File: config.mk
export PLATFORM = sky130hd
export DESIGN_NAME = alu_operand_sequencer
export DESIGN_NICKNAME = d
export VERILOG_FILES = /design/src/rtl/alu_operand_sequencer.sv
export SDC_FILE = /design/constraint.sdc
export NUM_CORES = 1
export LEC_CHECK = 0
export CORE_ASPECT_RATIO = 0.8
export CORE_MARGIN = 2
export CORE_UTILIZATION = 52
export CTS_BUF_LIST = sky130_fd_sc_hd__clkbuf_8
export CTS_CLUSTER_SIZE = 10
export DETAILED_ROUTE_END_ITERATION = 8
export PLACE_DENSITY = 0.81
export SLEW_MARGIN = 40
export SYNTH_ARGS = -nofsm -noshare
export SYNTH_HDL_FRONTEND = slang
export SYNTH_SLANG_ARGS = --single-unit
File: constraint.sdc
create_clock -name clk -period 2.1 [get_ports clk]
set_clock_uncertainty 0.15 [all_clocks]
set_input_delay 0.42 -clock clk [delete_from_list [all_inputs] [get_ports clk]]
set_output_delay 0.42 -clock clk [all_outputs]
set_load 0.005 [all_outputs]
File: src/rtl/alu_operand_sequencer.sv
// -----------------------------------------------------------------------------
// alu_operand_sequencer
//
// Purpose:
//   Holds a small operand register file. It takes single commands over a
//   valid/ready handshake, presents registered operands and a control code to
//   an external combinational ALU, writes the ALU result back, and returns the
//   result (or a plain register read) over a second valid/ready handshake.
//
//   Commands (in_op): 00 NOP, 01 LOAD R[rd] <= imm, 10 EXEC R[rd] <= ALU(R[rs1],
//   R[rs2]), 11 READ R[rs1]. The FSM accepts a command only in IDLE. EXEC
//   spends exactly one ISSUE cycle while the ALU evaluates.
//
// Ports:
//   clk, rst_n                 clock, asynchronous active-low reset
//   in_valid / in_ready        command handshake
//   in_op, in_ctrl             command code and ALU control code
//   in_rd, in_rs1, in_rs2      register indices
//   in_imm                     LOAD immediate
//   alu_a, alu_b, alu_ctrl     registered operands and control code to the ALU
//   alu_out, alu_carry,
//   alu_zero                   combinational ALU result and flags
//   res_valid / res_ready      response handshake
//   res_data, res_carry,
//   res_zero                   response payload
// -----------------------------------------------------------------------------
module alu_operand_sequencer #(
   parameter  int WIDTH = 6,
   parameter  int NREGS = 4,
   localparam int IDX_W = (NREGS > 1) ? $clog2(NREGS) : 1
) (
   input  logic             clk,
   input  logic             rst_n,
   input  logic             in_valid,
   output logic             in_ready,
   input  logic [1:0]       in_op,
   input  logic [3:0]       in_ctrl,
   input  logic [IDX_W-1:0] in_rd,
   input  logic [IDX_W-1:0] in_rs1,
   input  logic [IDX_W-1:0] in_rs2,
   input  logic [WIDTH-1:0] in_imm,
   output logic [WIDTH-1:0] alu_a,
   output logic [WIDTH-1:0] alu_b,
   output logic [3:0]       alu_ctrl,
   input  logic [WIDTH-1:0] alu_out,
   input  logic             alu_carry,
   input  logic             alu_zero,
   output logic             res_valid,
   input  logic             res_ready,
   output logic [WIDTH-1:0] res_data,
   output logic             res_carry,
   output logic             res_zero
);

   localparam logic [1:0] OP_NOP  = 2'b00;
   localparam logic [1:0] OP_LOAD = 2'b01;
   localparam logic [1:0] OP_EXEC = 2'b10;
   localparam logic [1:0] OP_READ = 2'b11;

   typedef enum logic [1:0] {
      IDLE  = 2'b00,
      ISSUE = 2'b01,
      RESP  = 2'b10
   } state_t;

   state_t           state;
   state_t           state_nxt;
   logic [WIDTH-1:0] regs [NREGS];
   logic [IDX_W-1:0] rd_q;
   logic             accept;

   assign in_ready  = (state == IDLE);
   assign res_valid = (state == RESP);
   assign accept    = in_valid && in_ready;

   // ---------------------------------------------------------------- FSM
   always_ff @(posedge clk or negedge rst_n) begin
      if (!rst_n) state <= IDLE;
      else        state <= state_nxt;
   end

   // NOTE: the next-state value gets a default before the case; every path
   // then assigns it, so no latch can be inferred.
   always_comb begin
      state_nxt = state;
      unique case (state)
         IDLE: begin
            if (in_valid) begin
               if (in_op == OP_EXEC)      state_nxt = ISSUE;
               else if (in_op == OP_READ) state_nxt = RESP;
            end
         end
         ISSUE:   state_nxt = RESP;
         RESP:    if (res_ready) state_nxt = IDLE;
         default: state_nxt = IDLE;
      endcase
   end

   // ------------------------------------------------------------ datapath
   // NOTE: sequential state uses non-blocking assignments, so every read of
   // regs[] in this block sees the value from before the edge. That gives the
   // "sources read before destination write" behaviour for free.
   always_ff @(posedge clk or negedge rst_n) begin
      if (!rst_n) begin
         // NOTE: the register file is reset element by element on purpose.
         // A READ straight after reset must return 0, so it cannot be left as
         // an unreset RAM.
         for (int i = 0; i < NREGS; i++) regs[i] <= '0;
         alu_a     <= '0;
         alu_b     <= '0;
         alu_ctrl  <= '0;
         rd_q      <= '0;
         res_data  <= '0;
         res_carry <= 1'b0;
         res_zero  <= 1'b0;
      end else begin
         if (accept) begin
            case (in_op)
               OP_NOP:  ;
               OP_LOAD: regs[in_rd] <= in_imm;
               OP_EXEC: begin
                  alu_a    <= regs[in_rs1];
                  alu_b    <= regs[in_rs2];
                  alu_ctrl <= in_ctrl;
                  rd_q     <= in_rd;
               end
               OP_READ: begin
                  res_data  <= regs[in_rs1];
                  res_carry <= 1'b0;
                  res_zero  <= (regs[in_rs1] == '0);
               end
            endcase
         end
         // The ALU result is valid while alu_a/alu_b/alu_ctrl are presented
         // in ISSUE. Capture it unmodified.
         if (state == ISSUE) begin
            regs[rd_q] <= alu_out;
            res_data   <= alu_out;
            res_carry  <= alu_carry;
            res_zero   <= alu_zero;
         end
      end
   end

endmodule
Word-level counts from Yosys, hierarchy flattened
Index checks and enable logic that the tools add are counted.
{"block": "totals", "word_cells": 69, "reg_bits": 52, "inputBits": 30, "out_inout_bits": 26}
{"block": "classes", "mux": 29, "eq_ne": 8, "reduce_logical": 10, "bitwise_logic": 4, "order_cmp": 6}
{"operator": "24-bit two-way mux", "n": 3}
{"operator": "6-bit two-way mux", "n": 9}
{"operator": "24-bit bitwise mux", "n": 2}
{"operator": "6-bit binary-select mux with 2-bit select", "n": 2}
{"operator": "6-bit demux with 2-bit select", "n": 2}
{"operator": "3-bit greater-or-equal comparator, second input constant", "n": 4}
{"operator": "2-bit NOT with 3-bit output", "n": 4}
{"operator": "2-bit two-way mux", "n": 4}
{"operator": "2-bit equality test, second input constant", "n": 3}
{"operator": "6-bit logical NOT", "n": 1}
{"operator": "3-bit by 1-bit < comparator with 1-bit output, second input constant", "n": 2}
{"operator": "1-bit two-way mux", "n": 6}
{"operator": "2-bit one-hot mux with 3 select lines", "n": 1}
{"operator": "2-bit by 1-bit equality test with 1-bit output, second input constant", "n": 2}
{"operator": "2-bit AND reduction", "n": 2}
{"operator": "2-bit nonzero test", "n": 2}
{"operator": "1-bit logical AND", "n": 3}
{"operator": "3-bit by 1-bit inequality test with 1-bit output, second input constant", "n": 1}
{"operator": "3-bit AND reduction", "n": 1}
{"operator": "2-bit logical NOT", "n": 1}
{"operator": "2-bit by 1-bit inequality test with 1-bit output, second input constant", "n": 1}
{"operator": "2-bit inequality test, second input constant", "n": 1}

Logic depth before layout (Yosys ltp)
Gate-level depths: netlist of the first run.
{"block": "logic_depth", "depth_word": 10, "depth_mapped": 6, "depth_no_buf": 4}

Worst setup path after synthesis of the first run
No wires, ideal clock.
{"block": "synth_path", "path_type": "input port to flip-flop", "start": "input in_op[1]", "end": "register alu_a[1]", "arrival_ns": 1.623, "required_ns": 1.825, "setup_ns": 0.125, "cell_stages": 5, "setup_slack_ns": 0.202, "n_path_buf": 3, "path_cell_list": "buf_2 nand4b_1 clkbuf_1 buf_2 mux2_2"}
{"block": "synth_via", "elab_chain_len": 2}
{"item": "start: declaration", "line": "36", "source": "input logic [1:0] in_op,"}
{"item": "2-bit equality test", "line": "118", "source": "case (in_op)"}
{"item": "2-bit AND reduction (no line)"}
{"item": "end signal: assignment", "line": "122", "source": "alu_a <= regs[in_rs1];"}
{"item": "end: declaration", "line": "42", "source": "output logic [WIDTH-1:0] alu_a,"}
Every way passes these cells.
A chain may end at the register's enable or synchronous reset.

Worst setup path in the final report of the first run
{"block": "layout_path", "start": "register state[0]", "end": "output res_valid"}
{"block": "layout_via", "elab_chain_len": 1}
{"item": "start: declaration", "line": "66", "source": "state_t state;"}
{"item": "start signal: assignment", "line": "79", "source": "else state <= state_nxt;"}
{"item": "2-bit equality test", "line": "73", "source": "assign res_valid = (state == RESP);"}
{"item": "end: declaration", "line": "48", "source": "output logic res_valid,"}
Every way passes these cells.

==> results of run 1 <==
-- power by group through the flow --
| stage | Sequential, uW | Clock [uW] | Combinational [uW] |
|---|---|---|---|
| 2_1_floorplan | 1700 | 0 | 718 |
| 3_3_place_gp | 1750 | 0 | 1380 |
| 3_5_place_dp | 1770 | 0 | 1450 |
| 4_1_cts | 1760 | 613 | 1450 |
| 5_1_grt | 1830 | 642 | 1570 |
| 6_report | 1770 | 602 | 1440 |
-- placed cells by master (no fill, tap or decap) --
master | netlist | layout
clkdlybuf4s50_1 | 0 | 53
dfrtp_1 | 52 | 51
nor2_1 | 25 | 25
mux2i_1 | 24 | 24
a21oi_1 | 24 | 24
buf_4 | 0 | 18
mux2_2 | 12 | 12
mux4_2 | 10 | 10
inv_1 | 8 | 8
a222oi_1 | 6 | 6
mux2_1 | 6 | 6
clkbuf_8 | 0 | 6
buf_12 | 0 | 3
nand3b_1 | 2 | 2
nor4b_4 | 2 | 2
nand4b_1 | 2 | 2
mux4_1 | 2 | 2
clkinv_2 | 0 | 2
nor2b_1 | 1 | 1
or3b_1 | 1 | 1
nand4bb_4 | 1 | 1
nor4_4 | 1 | 1
nand3_1 | 1 | 1
and4bb_1 | 1 | 1
nand2b_1 | 1 | 1
and2_1 | 1 | 1
a31oi_1 | 1 | 1
or2_2 | 1 | 1
o21ai_0 | 1 | 1
a22o_1 | 1 | 1
or3_1 | 1 | 1
or4b_1 | 1 | 1
a22oi_1 | 1 | 1
o21ai_1 | 1 | 1
dlygate4sd3_1 | 0 | 1
dlygate4sd2_1 | 0 | 1
buf_2 | 2 | 1
buf_6 | 1 | 1
dfrtp_2 | 0 | 1
-- path summary, 6_finish.rpt --
check | startpoint | end | cells past startpoint
max in group asynchronous | rst_n | alu_b[3] | 3
worst max register to register | state[1] | regs[6] | 5
min in group asynchronous | rst_n | alu_ctrl[3] | 3
worst max-delay path | state[0] | res_valid | 3
worst min-delay path | alu_b[5] | alu_b[5] | 1
worst min register to register | alu_b[5] | alu_b[5] | 1
-- per-stage QoR --
stage / util / setup TNS [ns]
floorplan: - / 0
global placement: 0.687 / -3.69
detailed placement: 0.687 / -5.24
CTS: 0.708 / 0
global route: 0.709 / -0.00850
finish: 0.709 / 0
-- area by class of cell --
class | count | area share
sequential | 52 | 0.374
multi-input combinational | 131 | 0.351
timing repair buffer | 78 | 0.218
clock buffer | 6 | 0.0237
tap | 62 | 0.0222
inverter | 8 | 0.00861
clock inverter | 2 | 0.00287
-- registers in the layout (all words and copies together) (netlist names) --
name and flops:
rd_q 2, regs 24, alu_a 6, alu_ctrl 4, state 2, res_carry 1, res_data 6, alu_b 6
res_zero 1
-- timing repair --
| item | CTS | global route |
|---|---|---|
| endpoints found under the hold margin | 52 | 0 |
| pin swaps | 2 | 0 |
| endpoints found under the setup margin | 1 | 2 |
| resized for setup | 2 | 1 |
| setup buffers | 0 | 0 |
| hold buffers | 1 | 0 |
-- metal layers --
layer  GRT usage  up-vias
met3      0.0416        8
li1            -      901
met2       0.456       87
met4      0.0758        0
met1       0.310     1008
met5           0        -
-- cell families after synthesis --
family,synth area share
muxes,0.276
DFF,0.499
and+or+nand+nor,0.111
AOI/OAI and AO/OA,0.0815
buffers and inverters,0.0326
==> summary.txt, run 1 <==
outcome -> complete, no violations
routed wl met2 -> 3.36 mm
Max Buffers Root-to-Sink -> 2
Pre-antenna DRT Iters -> 4
most frequent cell after synthesis -> dfrtp_1
clock share of power -> 0.158
clock slew at reported path FFs -> 0.09 ns
Antenna Cells -> 0
die span in y -> 67.4 um
setup ws final -> 0.0526 ns
I/O pins -> 56
Port-buffer cells -> 55
vias -> 2004
Finish-stage setup viols -> 0
Flop pwr share -> 0.464
crit-path max FO -> 6
met3 WL -> 482 um
period utilization -> 0.975
max cap viols -> 0
Max IR drop VDD -> 0.534 mV
Crit-path slowest cell -> clkdlybuf4s50_1
Placement Setup Slack -> -0.334 ns
min Tclk post-route -> 2.05 ns
WL final -> 6.46 mm
slew margin rel. -> 0.647
critical path type -> reg2out
CTS tree -> built
final std cells w/o fill -> 339
CP peak stage delay -> 0.49 ns
M1 WL -> 2.53 mm
GRT Overall Usage -> 0.249
pin slew with the least headroom to its limit -> 0.528 ns
Pleak -> 0.00148 uW
Most used DFF post-synth -> dfrtp_1
Critical Path RT -> 1.53 ns
Hold Path Class -> reg2reg
Fillers -> 351
vias in the first global route -> 2018
Post-synth EDFFs -> 0
critical path data arrival time -> 1.48 ns
Net Switching -> 1150 uW
Slew Limit Fails -> 0
Yosys top cell by area -> dfrtp_1
Residual DRC -> 0
layout cells sized above 1 -> 0.213
Synth async-reset ratio -> 1.00
Reg2Reg Setup Slack -> 0.20 ns
top cells by area, synth -> dfrtp_1, mux2i_1, mux4_2, mux2_2, a21oi_1
root buffer cell -> clkbuf_8
#FFs+latches synth -> 52
Int Pwr -> 2660 uW
CP Launch Type -> flop
CP Cell Sequence -> nand2b_1 > inv_1 > clkdlybuf4s50_1
Mapped Avg Cell Area -> 12.9 um^2
Comb power frac -> 0.377
Design Area, Final -> 3490 um^2
grt ovf -> 0
worst path bufs/invs -> 2
CP delay by family, top -> buffers and inverters
number of nets in the layout -> 306
Fin Hold WS -> 0.348 ns
CTS sink cnt -> 52
achievable clock frequency -> 0.488 GHz
die area -> 5610 um^2
Clk Latency, worst-skew pair -> 0.32 ns
pwr/cell area -> 1090 nW/um^2
largest net degree at the start of global routing -> 53
Detailed Route Iter0 Violations -> 221
area of the multi-input gates -> 1220 um^2
top cells by count, synth -> dfrtp_1, nor2_1, a21oi_1, mux2i_1, mux2_2
Syn Nets -> 233
Syn Inst Count -> 203
top cell type's share of synthesized area -> 0.499
sequential area share after synthesis -> 0.499
Placed Cells -> 330
total power -> 3800 uW
antenna-violating nets left -> 0
antenna violations before repair -> 0
core area -> 4920 um^2
Net Sw Frac -> 0.301
Num CTS Buffers -> 5
Hold Violations, Final -> 0
first-pass GRT wire length -> 10.4 mm
Layout area overhead -> 33.6%
hpwl dp -> 4.73 mm
Cell variety after synth -> 32
initial cell density of the core -> 0.530
Yosys warnings -> 0
FF+latch area -> 1300 um^2
Die X -> 83.2 um
via/cell ratio -> 5.91
DP Area -> 3380 um^2
Clock H-tree levels -> 2
RSZ-0062 raised after global routing -> true
Max Used Layer -> met4
routed length per instance -> 19.0 um
Final Wtd Congestion -> 0.821
crit end category -> output pin
Post-Synthesis Cell Area -> 2610 um^2
row cnt -> 23
Power figures use the tool's default switching activity.
==> inputs of run 2 (changes only) <==
Settings changed: REMOVE_ABC_BUFFERS set to 1.
==> run 2 against run 1 <==
Effect of this change:
- first-iteration DRC count fell by 11%
- sequential share of layout area shrank 0.20 points
- worst setup slack better by 0.0050 ns
- die area is the same
- final cell count shrank 0.59%
- total power grew 2.3%
- critical path depth did not move
- sequential power about the same
- non-clock buffer count fell by 2
- fmax grew 0.25%
==> summary.txt, run 2 (same netlist as run 1, synthesis figures left out) <==
largest net degree at the start of global routing -> 53 (unchanged)
Residual DRC -> 0 (unchanged)
Num CTS Buffers -> 5 (unchanged)
die area -> 5610 um^2 (unchanged)
root buffer cell -> clkbuf_8 (unchanged)
routed wl met2 -> 3.13 mm (was 3.36 mm)
worst path bufs/invs -> 2 (unchanged)
worst r2r src -> state[1] (unchanged)
routed length per instance -> 18.8 um (was 19.0 um)
Die X -> 83.2 um (unchanged)
CP Launch Type -> flop (unchanged)
GRT Overall Usage -> 0.240 (was 0.249)
crit-path max FO -> 6 (unchanged)
antenna violations before repair -> 0 (unchanged)
M1 WL -> 2.71 mm (was 2.53 mm)
RSZ-0062 raised after global routing -> false (was true)
CTS sink cnt -> 52 (unchanged)
Clk Latency, worst-skew pair -> 0.31 ns (was 0.32 ns)
period utilization -> 0.973 (was 0.975)
achievable clock frequency -> 0.490 GHz (was 0.488 GHz)
critical path data arrival time -> 1.47 ns (was 1.48 ns)
vias in the first global route -> 1973 (was 2018)
CP peak stage delay -> 0.48 ns (was 0.49 ns)
number of nets in the layout -> 304 (was 306)
via/cell ratio -> 5.89 (was 5.91)
min Tclk post-route -> 2.04 ns (was 2.05 ns)
Reg2Reg Setup Slack -> 0.29 ns (was 0.20 ns)
Final Wtd Congestion -> 0.816 (was 0.821)
Biggest register -> regs (unchanged)
Hold Path Class -> reg2reg (unchanged)
CTS tree -> built (unchanged)
Worst Setup EP -> res_valid (unchanged)
vias -> 1984 (was 2004)
max cap viols -> 0 (unchanged)
Max IR drop VDD -> 0.678 mV (was 0.534 mV)
Clock H-tree levels -> 2 (unchanged)
Critical Path RT -> 1.53 ns (about the same)
Largest register FFs -> 24 (unchanged)
Pre-antenna DRT Iters -> 4 (unchanged)
row cnt -> 23 (unchanged)
Critical Path Source -> state[0] (unchanged)
cell depth of the worst flop-to-flop path -> 5 (unchanged)
slew margin rel. -> 0.640 (was 0.647)
die span in y -> 67.4 um (unchanged)
Slew Limit Fails -> 0 (unchanged)
CP delay by family, top -> buffers and inverters (unchanged)
Fillers -> 352 (was 351)
grt ovf -> 0 (unchanged)
hpwl dp -> 4.64 mm (was 4.73 mm)
commonest non-fill, non-tap cell in the layout -> clkdlybuf4s50_1 (unchanged)
clock slew at reported path FFs -> 0.10 ns (was 0.09 ns)
critical path type -> reg2out (unchanged)
Fin Hold WS -> 0.347 ns (was 0.348 ns)
CP Cell Sequence -> nand2b_1 > inv_1 > clkdlybuf4s50_1 (unchanged)
Layout area overhead -> 34.2% (was 33.6%)
met3 WL -> 431 um (was 482 um)
core area -> 4920 um^2 (unchanged)
Crit-path slowest cell -> clkdlybuf4s50_1 (unchanged)
Cells on Worst Hold Path -> 1 (unchanged)
Stages on worst setup path -> 3 (unchanged)
initial cell density of the core -> 0.530 (unchanged)
Detailed Route Iter0 Violations -> 196 (was 221)
outcome -> complete, no violations (unchanged)
Port-buffer cells -> 55 (unchanged)
most frequent cells in the layout -> clkdlybuf4s50_1, dfrtp_1, nor2_1, mux2i_1, a21oi_1 (unchanged)
Pleak -> 0.00147 uW (was 0.00148 uW)
first-pass GRT wire length -> 10.3 mm (was 10.4 mm)
Hold Violations, Final -> 0 (unchanged)
worst r2r dst -> regs[14] (was regs[6])
Max Used Layer -> met4 (unchanged)
crit end category -> output pin (unchanged)
pwr/cell area -> 1110 nW/um^2 (was 1090 nW/um^2)
Finish-stage setup viols -> 0 (unchanged)
Antenna Cells -> 0 (unchanged)
pin slew with the least headroom to its limit -> 0.539 ns (was 0.528 ns)
Design Area, Final -> 3500 um^2 (was 3490 um^2)
setup ws final -> 0.0576 ns (was 0.0526 ns)
layout cells sized above 1 -> 0.204 (was 0.213)
I/O pins -> 56 (unchanged)
antenna-violating nets left -> 0 (unchanged)
Hold Startpoint -> alu_ctrl[3] (was alu_b[5])
DP Area -> 3370 um^2 (was 3380 um^2)
Max Buffers Root-to-Sink -> 2 (unchanged)
WL final -> 6.34 mm (was 6.46 mm)
Placement Setup Slack -> -0.329 ns (was -0.334 ns)
==> run 2: changes by cell type in the layout (fill, tap and decap cells not counted), sizes merged <==
cell	before	now
buf	23	21
bufinv	0	1
clkbuf	6	5
clkinv	2	1
clkinvlp	0	1
==> run 2: per-stage QoR <==
| stage | total power, uW | TNS, ns | utilization | std cells |
|---|---|---|---|---|
| after CTS | 3910 | 0 | 0.712 | 337 |
| after floorplan | 2400 | 0 | - | 191 |
| after global placement | 3140 | -3.46 | 0.685 | 327 |
| final | 3890 | 0 | 0.712 | 337 |
| after global routing | 4110 | 0 | 0.712 | 337 |
| after detailed placement | 3210 | -4.48 | 0.685 | 327 |
==> run 2: how the worst min path moves through the flow <==
stage	end
after CTS	alu_b[5]
after global routing	alu_ctrl[3]
after floorplan	alu_a[0]
final	alu_ctrl[3]
after detailed placement	res_data[4]
after global placement	alu_ctrl[1]
==> run 2: power by group <==
part / switching (uW) / internal [uW]
combinational: 485 / 958
sequential: 321 / 1450
clock: 329 / 353
==> run 2: final cells by class <==
| cell class | instances | area [um^2] | share of cell area |
|---|---|---|---|
| clock inverters | 3 | 42.5 | 0.0121 |
| well taps | 62 | 77.6 | 0.0222 |
| flip-flops and latches | 52 | 1300 | 0.372 |
| clock buffers | 5 | 68.8 | 0.0196 |
| multi-input cells | 131 | 1220 | 0.349 |
| repair buffers | 76 | 758 | 0.217 |
| inverters | 8 | 30.0 | 0.00857 |
==> run 2: metal layers <==
metal  GRT usage  vias to the layer above
met3      0.0575                        9
li1            -                      894
met2       0.404                       71
met5           0                        -
met4      0.0635                        0
met1       0.321                     1010
==> run 2: repair_timing <==
| action | CTS | global route |
|---|---|---|
| setup endpoints to repair | 1 | 0 |
| resized for setup | 2 | 0 |
| hold endpoints to repair | 52 | 0 |
| hold buffers | 1 | 0 |
| setup buffers | 1 | 0 |
